--- config.mk ---
export PLATFORM = sky130hd
export DESIGN_NAME = seq_mac_flat
export DESIGN_NICKNAME = d
export VERILOG_FILES = /design/src/rtl/seq_mac_if.sv /design/src/rtl/seq_mac.sv /design/src/flat_wrapper.sv
export SDC_FILE = /design/constraint.sdc
export NUM_CORES = 1
export LEC_CHECK = 0
export CELL_PAD_IN_SITES_DETAIL_PLACEMENT = 1
export CELL_PAD_IN_SITES_GLOBAL_PLACEMENT = 1
export CORE_AREA = 4 4 96 98
export CTS_CLUSTER_DIAMETER = 80
export DETAILED_ROUTE_END_ITERATION = 16
export DIE_AREA = 0 0 100 102
export PLACE_DENSITY = 0.9
export SLEW_MARGIN = 10
export SYNTH_ARGS = -nofsm -noshare
export SYNTH_HDL_FRONTEND = slang
export SYNTH_SLANG_ARGS = --single-unit
--- constraint.sdc ---
create_clock -name clk -period 4.1 [get_ports clk]
set_clock_uncertainty 0.05 [all_clocks]
set_input_delay 0.41 -clock clk [delete_from_list [all_inputs] [get_ports clk]]
set_output_delay 0.41 -clock clk [all_outputs]
set_load 0.005 [all_outputs]
--- src/rtl/seq_mac_if.sv ---
// Operand/result handshake bundle for seq_mac: start with a, b, c in; busy, done, result, ovf out.
interface seq_mac_if #(
  parameter int unsigned WIDTH = 8
);
  logic                 start;
  logic [WIDTH-1:0]     a;
  logic [WIDTH-1:0]     b;
  logic [2*WIDTH-1:0]   c;
  logic                 busy;
  logic                 done;
  logic [2*WIDTH-1:0]   result;
  logic                 ovf;

  modport master (
    output start, a, b, c,
    input  busy, done, result, ovf
  );

  modport slave (
    input  start, a, b, c,
    output busy, done, result, ovf
  );
endinterface

--- src/rtl/seq_mac.sv ---
// Shift-add multiply-accumulate: result = a*b + c, one multiplier bit per clock.
// Optional SEQ_MAC_EARLY_EXIT_EN ends the run once no multiplier 1-bits remain.
module seq_mac #(
  parameter int unsigned WIDTH = 8
) (
  input  logic      clk,
  input  logic      rst,
  seq_mac_if.slave  bus
);
  localparam int unsigned AW = 2 * WIDTH;
  localparam int unsigned CW = $clog2(WIDTH + 1);

  typedef enum logic {IDLE, RUN} state_e;

  state_e             state_q, state_d;
  logic [AW:0]        acc_q, acc_d;
  logic [AW-1:0]      mcand_q, mcand_d;
  logic [WIDTH-1:0]   mplier_q, mplier_d;
  logic [CW-1:0]      cnt_q, cnt_d;
  logic               sticky_q, sticky_d;
  logic               done_q, done_d;
  logic [AW-1:0]      result_q, result_d;
  logic               ovf_q, ovf_d;

  logic               add_en;
  logic [AW:0]        sum;
  logic [AW:0]        acc_step;
  logic               sticky_step;
  logic [WIDTH-1:0]   mplier_shift;
  logic               last;

  always_comb begin
    state_d  = state_q;
    acc_d    = acc_q;
    mcand_d  = mcand_q;
    mplier_d = mplier_q;
    cnt_d    = cnt_q;
    sticky_d = sticky_q;
    done_d   = 1'b0;
    result_d = result_q;
    ovf_d    = ovf_q;

    add_en       = mplier_q[0];
    sum          = {1'b0, acc_q[AW-1:0]} + {1'b0, mcand_q};
    acc_step     = add_en ? sum : acc_q;
    sticky_step  = sticky_q | (add_en & sum[AW]);
    mplier_shift = mplier_q >> 1;
    last         = (cnt_q == CW'(WIDTH - 1));
`ifdef SEQ_MAC_EARLY_EXIT_EN
    last         = last | (mplier_shift == '0);
`endif

    unique case (state_q)
      IDLE: begin
        if (bus.start) begin
          acc_d    = {1'b0, bus.c};
          mcand_d  = AW'(bus.a);
          mplier_d = bus.b;
          cnt_d    = '0;
          sticky_d = 1'b0;
          state_d  = RUN;
        end
      end
      RUN: begin
        acc_d    = acc_step;
        mcand_d  = mcand_q << 1;
        mplier_d = mplier_shift;
        cnt_d    = cnt_q + CW'(1);
        sticky_d = sticky_step;
        // The final add lands in result directly, so done needs no extra cycle.
        if (last) begin
          result_d = acc_step[AW-1:0];
          ovf_d    = sticky_step | acc_step[AW];
          done_d   = 1'b1;
          state_d  = IDLE;
        end
      end
      default: state_d = IDLE;
    endcase
  end

  always_ff @(posedge clk) begin
    if (rst) begin
      state_q  <= IDLE;
      acc_q    <= '0;
      mcand_q  <= '0;
      mplier_q <= '0;
      cnt_q    <= '0;
      sticky_q <= 1'b0;
      done_q   <= 1'b0;
      result_q <= '0;
      ovf_q    <= 1'b0;
    end else begin
      state_q  <= state_d;
      acc_q    <= acc_d;
      mcand_q  <= mcand_d;
      mplier_q <= mplier_d;
      cnt_q    <= cnt_d;
      sticky_q <= sticky_d;
      done_q   <= done_d;
      result_q <= result_d;
      ovf_q    <= ovf_d;
    end
  end

  assign bus.busy   = (state_q == RUN);
  assign bus.done   = done_q;
  assign bus.result = result_q;
  assign bus.ovf    = ovf_q;
endmodule

--- src/flat_wrapper.sv ---
// flat-port wrapper written by rule: the top's interface ports become plain ports
module seq_mac_flat 
#(
  parameter int unsigned WIDTH = 8
)
  (clk, rst, bus_start, bus_a, bus_b, bus_c, bus_busy, bus_done, bus_result, bus_ovf);
  seq_mac_if #(.WIDTH(WIDTH)) bus_i ();
  input  logic clk;
  input  logic rst;
  input wire logic [$bits(bus_i.start)-1:0] bus_start;
  input wire logic [$bits(bus_i.a)-1:0] bus_a;
  input wire logic [$bits(bus_i.b)-1:0] bus_b;
  input wire logic [$bits(bus_i.c)-1:0] bus_c;
  output wire logic [$bits(bus_i.busy)-1:0] bus_busy;
  output wire logic [$bits(bus_i.done)-1:0] bus_done;
  output wire logic [$bits(bus_i.result)-1:0] bus_result;
  output wire logic [$bits(bus_i.ovf)-1:0] bus_ovf;
  assign bus_i.start = bus_start;
  assign bus_i.a = bus_a;
  assign bus_i.b = bus_b;
  assign bus_i.c = bus_c;
  assign bus_busy = bus_i.busy;
  assign bus_done = bus_i.done;
  assign bus_result = bus_i.result;
  assign bus_ovf = bus_i.ovf;
  seq_mac #(.WIDTH(WIDTH)) u_core (.clk(clk), .rst(rst), .bus(bus_i));
endmodule
==> results.py, run 1 <==
metrics = {
    "run_status": {
        "status": "complete, no violations",
    },
    "synthesis": {
        "synth_area_leaders": "dfxtp_1 36%, a21oi_1 7.4%, mux2i_1 6.7%, ha_1 5.9%, nor2_1 5.9%",
        "netlist_area_um2": 3580,
        "synth_top_area_cell": "dfxtp_1",
        "async_flop_share_pct": 0,
        "syn_nets": 486,
        "syn_inst": 433,
        "synth.distinct_cells": 50,
        "synth_seq_cells": 65,
        "synth_area_per_cell_um2": 8.27,
        "synth_edf_count": 0,
        "synthFlopType": "dfxtp_1",
        "synth_top_area_share_pct": 36.3,
        "ys_seq_area_share_pct": 36.3,
        "ys_warn_count": 0,
    },
    "timing": {
        "finalHoldViolations": 0,
        "setup_tns_ps": 0,
        "slew_viol_final": 0,
        "max_slew.worst_pin.slew_ps": 1120,
        "max_slew_margin_pct": 24.9,
        "period_needed_ps": 2710,
        "max_freq_mhz": 369,
        "rsz0062_at_grt": "false",
        "setup_viol": 0,
        "timing.hold.ws_ps": 443,
        "min_period_over_period_pct": 66.2,
    },
    "job": {
        "maxCapViolCount": 0,
    },
    "clock_tree": {
        "root_buffer": "clkbuf_8",
        "ctsLongestPathBuffers": 2,
        "h-tree-depth": 3,
        "cts_made_buffers": 9,
        "cts.sinks": 65,
        "holdBufCountCts": 0,
        "clk_latency_ps": 360,
        "clk_pin_slew_worst_paths_ps": 70,
        "cts_tree": "built",
        "post-cts-setup-buffers": 0,
        "cts_resized": 0,
    },
    "worst_hold_path": {
        "min_path_type": "reg -> reg",
        "whs_path_depth": 2,
        "min_to": "u_core.bus.result[13]",
        "hold_start": "u_core.bus.result[13]",
    },
    "pwr": {
        "leakagePower_nw": 1.63,
        "peakVddDrop_v": 0.000168,
        "power_density_nw_per_um2": 344,
    },
    "routing": {
        "drt_iter0_drc": 116,
        "post_drt_wl_per_cell_um": 19.0,
        "vias_per_cell": 5.94,
        "wl_met2_mm": 5.47,
        "drc": 0,
        "wirelength_met1_mm": 4.72,
        "dr.pass1.iters": 4,
        "ant_nets": 0,
        "top_layer_used": "met4",
        "vias": 3424,
        "drt_wl_total_mm": 11.0,
        "route.met3.wl_um": 447,
    },
    "die": {
        "rows": 34,
        "die_w_um": 100,
        "die-area_um2": 10200,
        "ios": 54,
        "coreArea_um2": 8470,
        "fp.dieH_um": 102,
        "start_util_pct": 42.3,
    },
    "setup_path": {
        "ff2ff_path_depth": 4,
        "crit_arrival_ps": 2930,
        "crit_fanout": 25,
        "r2r_setup_slack_ps": 1390,
        "critPathLaunchType": "flop",
        "timing.rr.end": "u_core.acc_q[11]",
        "cp-end-kind": "flop",
        "r2r-start": "u_core.mplier_q[0]",
        "criticalPathCategory": "reg -> reg",
        "required_ps": 4310,
    },
    "layout": {
        "drive_gt1_share_pct": 6.20,
        "layout_commonest_cell": "dfxtp_1",
        "antenna_cells": 0,
        "layout_common_cells": "64 x dfxtp_1, 56 x nor2_1, 53 x a21oi_1, 51 x clkdlybuf4s50_1, 24 x mux2i_1",
        "final_nets": 516,
        "area_growth_pct": 20.6,
        "final_area_um2": 4320,
        "utilization_pct": 51.0,
    },
    "grt": {
        "grt_pass1_vias": 3589,
        "grt_use_total_pct": 22.1,
        "grt_max_degree": 53,
        "antenna_found_initial": 0,
        "grt_pass1_wl_mm": 17.8,
        "grt_overflow_total": 0,
    },
    "place": {
        "dp_hpwl_mm": 7.75,
        "gp_congestion": 0.967,
        "place_area_um2": 4110,
        "io_buffers": 53,
    },
}
## sequential cells by signal (all words and copies together) (netlist names)
| name | cells |
|---|---|
| u_core.acc_q | 17 |
| u_core.bus.result | 16 |
| u_core.mcand_q | 16 |
| u_core.mplier_q | 8 |
| u_core.cnt_q | 4 |
| u_core.bus.busy | 1 |
| u_core.bus.done | 1 |
| u_core.bus.ovf | 1 |
| u_core.sticky_q | 1 |
## worst max-delay path by stage
stage	from	end	slack (ps)	depth (start not counted)
3_3_place_gp	u_core.mplier_q[0]	u_core.acc_q[12]	1530	4
2_1_floorplan	u_core.mcand_q[0]	u_core.bus.result[12]	1910	8
5_1_grt	u_core.mplier_q[0]	u_core.acc_q[12]	1200	4
4_1_cts	u_core.mplier_q[0]	u_core.acc_q[11]	1420	4
6_report	u_core.mplier_q[0]	u_core.acc_q[11]	1390	4
3_5_place_dp	u_core.mplier_q[0]	u_core.acc_q[11]	1450	4
## cell usage after synthesis, types with 3 or more instances
cell / number
a31oi_1: 6
xnor2_1: 11
dfxtp_1: 65
clkbuf_1: 26
a21o_1: 6
nor3b_1: 9
and4_1: 3
a211oi_1: 19
o211ai_1: 6
nand4_1: 3
nand3_1: 9
o21ai_0: 22
nor3_1: 14
and2_1: 3
a21oi_1: 53
buf_1: 4
nand2_1: 15
nor2_1: 56
o22ai_1: 7
ha_1: 17
inv_1: 7
mux2i_1: 24
or3_1: 3
a311oi_1: 3
nor2b_1: 4
buf_2: 5
## per-layer routing
| layer | global-route usage, % | vias up |
|---|---|---|
| met5 | 0 | - |
| li1 | - | 1635 |
| met1 | 27.0 | 1655 |
| met2 | 38.1 | 107 |
| met4 | 11.1 | 0 |
| met3 | 3.34 | 27 |
## power by group
part,leakage (nW),switching (mW),internal [mW],total (mW)
Combinational,1.00,0.129,0.0995,0.229
Clock,0.0985,0.269,0.298,0.567
Sequential,0.530,0.0330,0.657,0.690
## cell type report
cell class / count / area, um2
timing repair buffer: 56 / 543
multi-input combinational: 324 / 2110
tap: 108 / 135
fill: 1005 / 4150
clock buffer: 10 / 138
sequential: 65 / 1300
clock inverter: 6 / 67.6
inverter: 7 / 26.3
## kinds of logic (layout without fill, tap and decap cells)
| group | Yosys count | count (layout) | share of synthesized area [%] |
|---|---|---|---|
| flip-flops | 65 | 65 | 36.3 |
| buffers and inverters | 44 | 79 | 4.86 |
| XOR/XNOR | 13 | 13 | 3.18 |
| AO/OA/AOI/OAI | 140 | 140 | 24.5 |
| multiplexers | 26 | 26 | 7.44 |
| adder cells (fa/ha/maj) | 18 | 18 | 6.50 |
| AND/OR/NAND/NOR | 127 | 127 | 17.2 |
## critical path, stage by stage (launching register included)
cell and delay, ps:
dfxtp_1 1070, nand2_1 540, nand2_1 550, o22ai_1 160
a211oi_1 240
## through the flow
| stage | setup slack [ps] | instances | total power, mW |
|---|---|---|---|
| 2_1_floorplan | 1910 | 433 | 0.845 |
| 3_3_place_gp | 1530 | 560 | 0.917 |
| 3_5_place_dp | 1450 | 560 | 0.929 |
| 4_1_cts | 1420 | 576 | 1.49 |
| 5_1_grt | 1200 | 576 | 1.55 |
| 6_report | 1390 | 576 | 1.49 |
No activity file was read; power rests on OpenSTA's default activity.
==> run 2: changes to the inputs <==
--- a/config.mk
+++ b/config.mk
@@ -7,11 +7,11 @@
 export LEC_CHECK = 0
 export CELL_PAD_IN_SITES_DETAIL_PLACEMENT = 1
 export CELL_PAD_IN_SITES_GLOBAL_PLACEMENT = 1
-export CORE_AREA = 4 4 96 98
+export CORE_AREA = 4 4 100 102
 export CTS_CLUSTER_DIAMETER = 80
 export DETAILED_ROUTE_END_ITERATION = 16
-export DIE_AREA = 0 0 100 102
-export PLACE_DENSITY = 0.9
+export DIE_AREA = 0 0 104 106
+export PLACE_DENSITY = 0.84
 export SLEW_MARGIN = 10
 export SYNTH_ARGS = -nofsm -noshare
 export SYNTH_HDL_FRONTEND = slang
==> constraint.sdc (replaced) <==
create_clock -name clk -period 2.7 [get_ports clk]
set_clock_uncertainty 0.05 [all_clocks]
set_input_delay 0.27 -clock clk [delete_from_list [all_inputs] [get_ports clk]]
set_output_delay 0.27 -clock clk [all_outputs]
set_load 0.005 [all_outputs]
==> run 2 against run 1 <==
- design area up 1.5%
- hold slack worse by 27 ps
- via count decreased by 0.23%
==> results.py, run 2 (synthesis gave the netlist of run 1 again) <==
metrics = {
    "run_status": {
        "status": "complete, no violations",
    },
    "layout": {
        "area_growth_pct": 22.4,
        "layout_commonest_cell": "dfxtp_1",
        "antenna_cells": 0,
        "largest-register": "u_core.acc_q",
        "final_nets": 522,
        "layout_common_cells": "64 x dfxtp_1, 56 x nor2_1, 53 x a21oi_1, 51 x clkdlybuf4s50_1, 24 x mux2i_1",
        "drive_gt1_share_pct": 6.98,
        "utilization_pct": 48.1,
        "largest_reg_flops": 17,
    },
    "timing": {
        "max_slew_margin_pct": 43.5,
        "setup_tns_ps": 0,
        "setup_viol": 0,
        "min_period_over_period_pct": 89.9,
        "max_freq_mhz": 412,
        "max_slew.worst_pin.slew_ps": 847,
        "period_needed_ps": 2430,
        "slew_viol_final": 0,
        "rsz0062_at_grt": "false",
        "finalHoldViolations": 0,
        "timing.hold.ws_ps": 416,
    },
    "setup_path": {
        "critPathLaunchType": "flop",
        "crit_arrival_ps": 2630,
        "criticalPathCategory": "reg -> reg",
        "startpoint": "u_core.mcand_q[0]",
        "r2r_setup_slack_ps": 270,
        "ff2ff_path_depth": 8,
        "timing.rr.end": "u_core.bus.result[12]",
        "r2r-start": "u_core.mcand_q[0]",
        "cp-end-kind": "flop",
        "required_ps": 2900,
        "crit_end": "u_core.bus.result[12]",
        "crit_fanout": 3,
    },
    "pwr": {
        "power_density_nw_per_um2": 526,
        "power_mw": 2.30,
        "peakVddDrop_v": 0.000216,
        "leakagePower_nw": 1.67,
    },
    "routing": {
        "vias_per_cell": 5.85,
        "post_drt_wl_per_cell_um": 18.8,
        "ant_nets": 0,
        "vias": 3416,
        "dr.pass1.iters": 4,
        "drt_iter0_drc": 115,
        "drc": 0,
        "drt_wl_total_mm": 11.0,
    },
    "worst_hold_path": {
        "min_path_type": "in -> reg",
    },
    "clock_tree": {
        "cts_made_buffers": 9,
        "post-cts-setup-buffers": 0,
        "cts_resized": 0,
        "cts.sinks": 65,
        "holdBufCountCts": 0,
        "root_buffer": "clkbuf_8",
        "clk_pin_slew_worst_paths_ps": 80,
        "cts_tree": "built",
        "ctsLongestPathBuffers": 2,
        "h-tree-depth": 3,
        "clk_latency_ps": 350,
    },
    "die": {
        "rows": 35,
        "start_util_pct": 39.3,
        "fp.dieH_um": 106,
        "coreArea_um2": 9110,
        "die_w_um": 104,
        "ios": 54,
        "die-area_um2": 11000,
    },
    "grt": {
        "grt_use_total_pct": 20.4,
        "grt_overflow_total": 0,
        "grt_pass1_vias": 3530,
        "grt_max_degree": 52,
        "grt_pass1_wl_mm": 18.2,
        "antenna_found_initial": 0,
    },
    "place": {
        "io_buffers": 53,
        "gp_congestion": 0.872,
        "dp_hpwl_mm": 7.98,
    },
    "job": {
        "maxCapViolCount": 0,
    },
}
==> run 2: worst min-delay path by stage <==
stage | end | slack [ps] | cells after the start | start
after floorplan | u_core.mplier_q[0] | 400 | 2 | u_core.mplier_q[1]
after global placement | u_core.bus.result[13] | 400 | 2 | u_core.bus.result[13]
after detailed placement | u_core.bus.result[13] | 430 | 2 | u_core.bus.result[13]
after CTS | u_core.mcand_q[15] | 420 | 4 | bus_start
after global routing | u_core.mcand_q[11] | 460 | 4 | bus_start
final | u_core.mcand_q[15] | 420 | 4 | bus_start
==> run 2: routing by layer <==
metal  vias up  GRT usage, %  wire length (um)
li1       1645             -                 -
met1      1644          25.0              4790
met2       101          34.0              5240
met3        26          4.80               679
met4         0          9.12               286
met5         -             0                 0
==> run 2: cell type report <==
type	instances	area (um2)
fill	1085	4730
sequential	65	1300
tap	111	139
clock inverter	5	81.3
inverter	7	26.3
multi-input combinational	324	2110
clock buffer	10	128
timing repair buffer	62	601
==> run 2: power breakdown <==
part,total [mW],internal [mW],leakage (nW),switching [mW]
Combinational,0.353,0.156,1.04,0.197
Clock,0.911,0.515,0.102,0.395
Sequential,1.04,0.997,0.530,0.0430
==> run 2: worst max-delay path, stage by stage (launching register included) <==
cell and delay (ps):
dfxtp_1 330, ha_1 240, fa_1 420, a21o_1 210, a21boi_1 260, o21a_1 220, o21ai_0 160, xnor2_1 180
a311oi_1 280
==> run 2: per-stage QoR <==
stage / instances / setup WS [ps] / instance area (um2)
finish: 584 / 272 / 4380
global route: 584 / 96.9 / 4380
CTS: 584 / 138 / 4380
detailed placement: 569 / 165 / 4170
global placement: 569 / 260 / 4170
floorplan: 433 / 513 / 3580
==> run 3: changes to the inputs <==
--- a/config.mk
+++ b/config.mk
@@ -11,6 +11,7 @@
 export CTS_CLUSTER_DIAMETER = 80
 export DETAILED_ROUTE_END_ITERATION = 16
 export DIE_AREA = 0 0 104 106
+export HOLD_SLACK_MARGIN = 0.1
 export PLACE_DENSITY = 0.84
 export SLEW_MARGIN = 10
 export SYNTH_ARGS = -nofsm -noshare
==> results of run 3 <==
The final DEF is identical to that of run 2; final timing and power are the same.
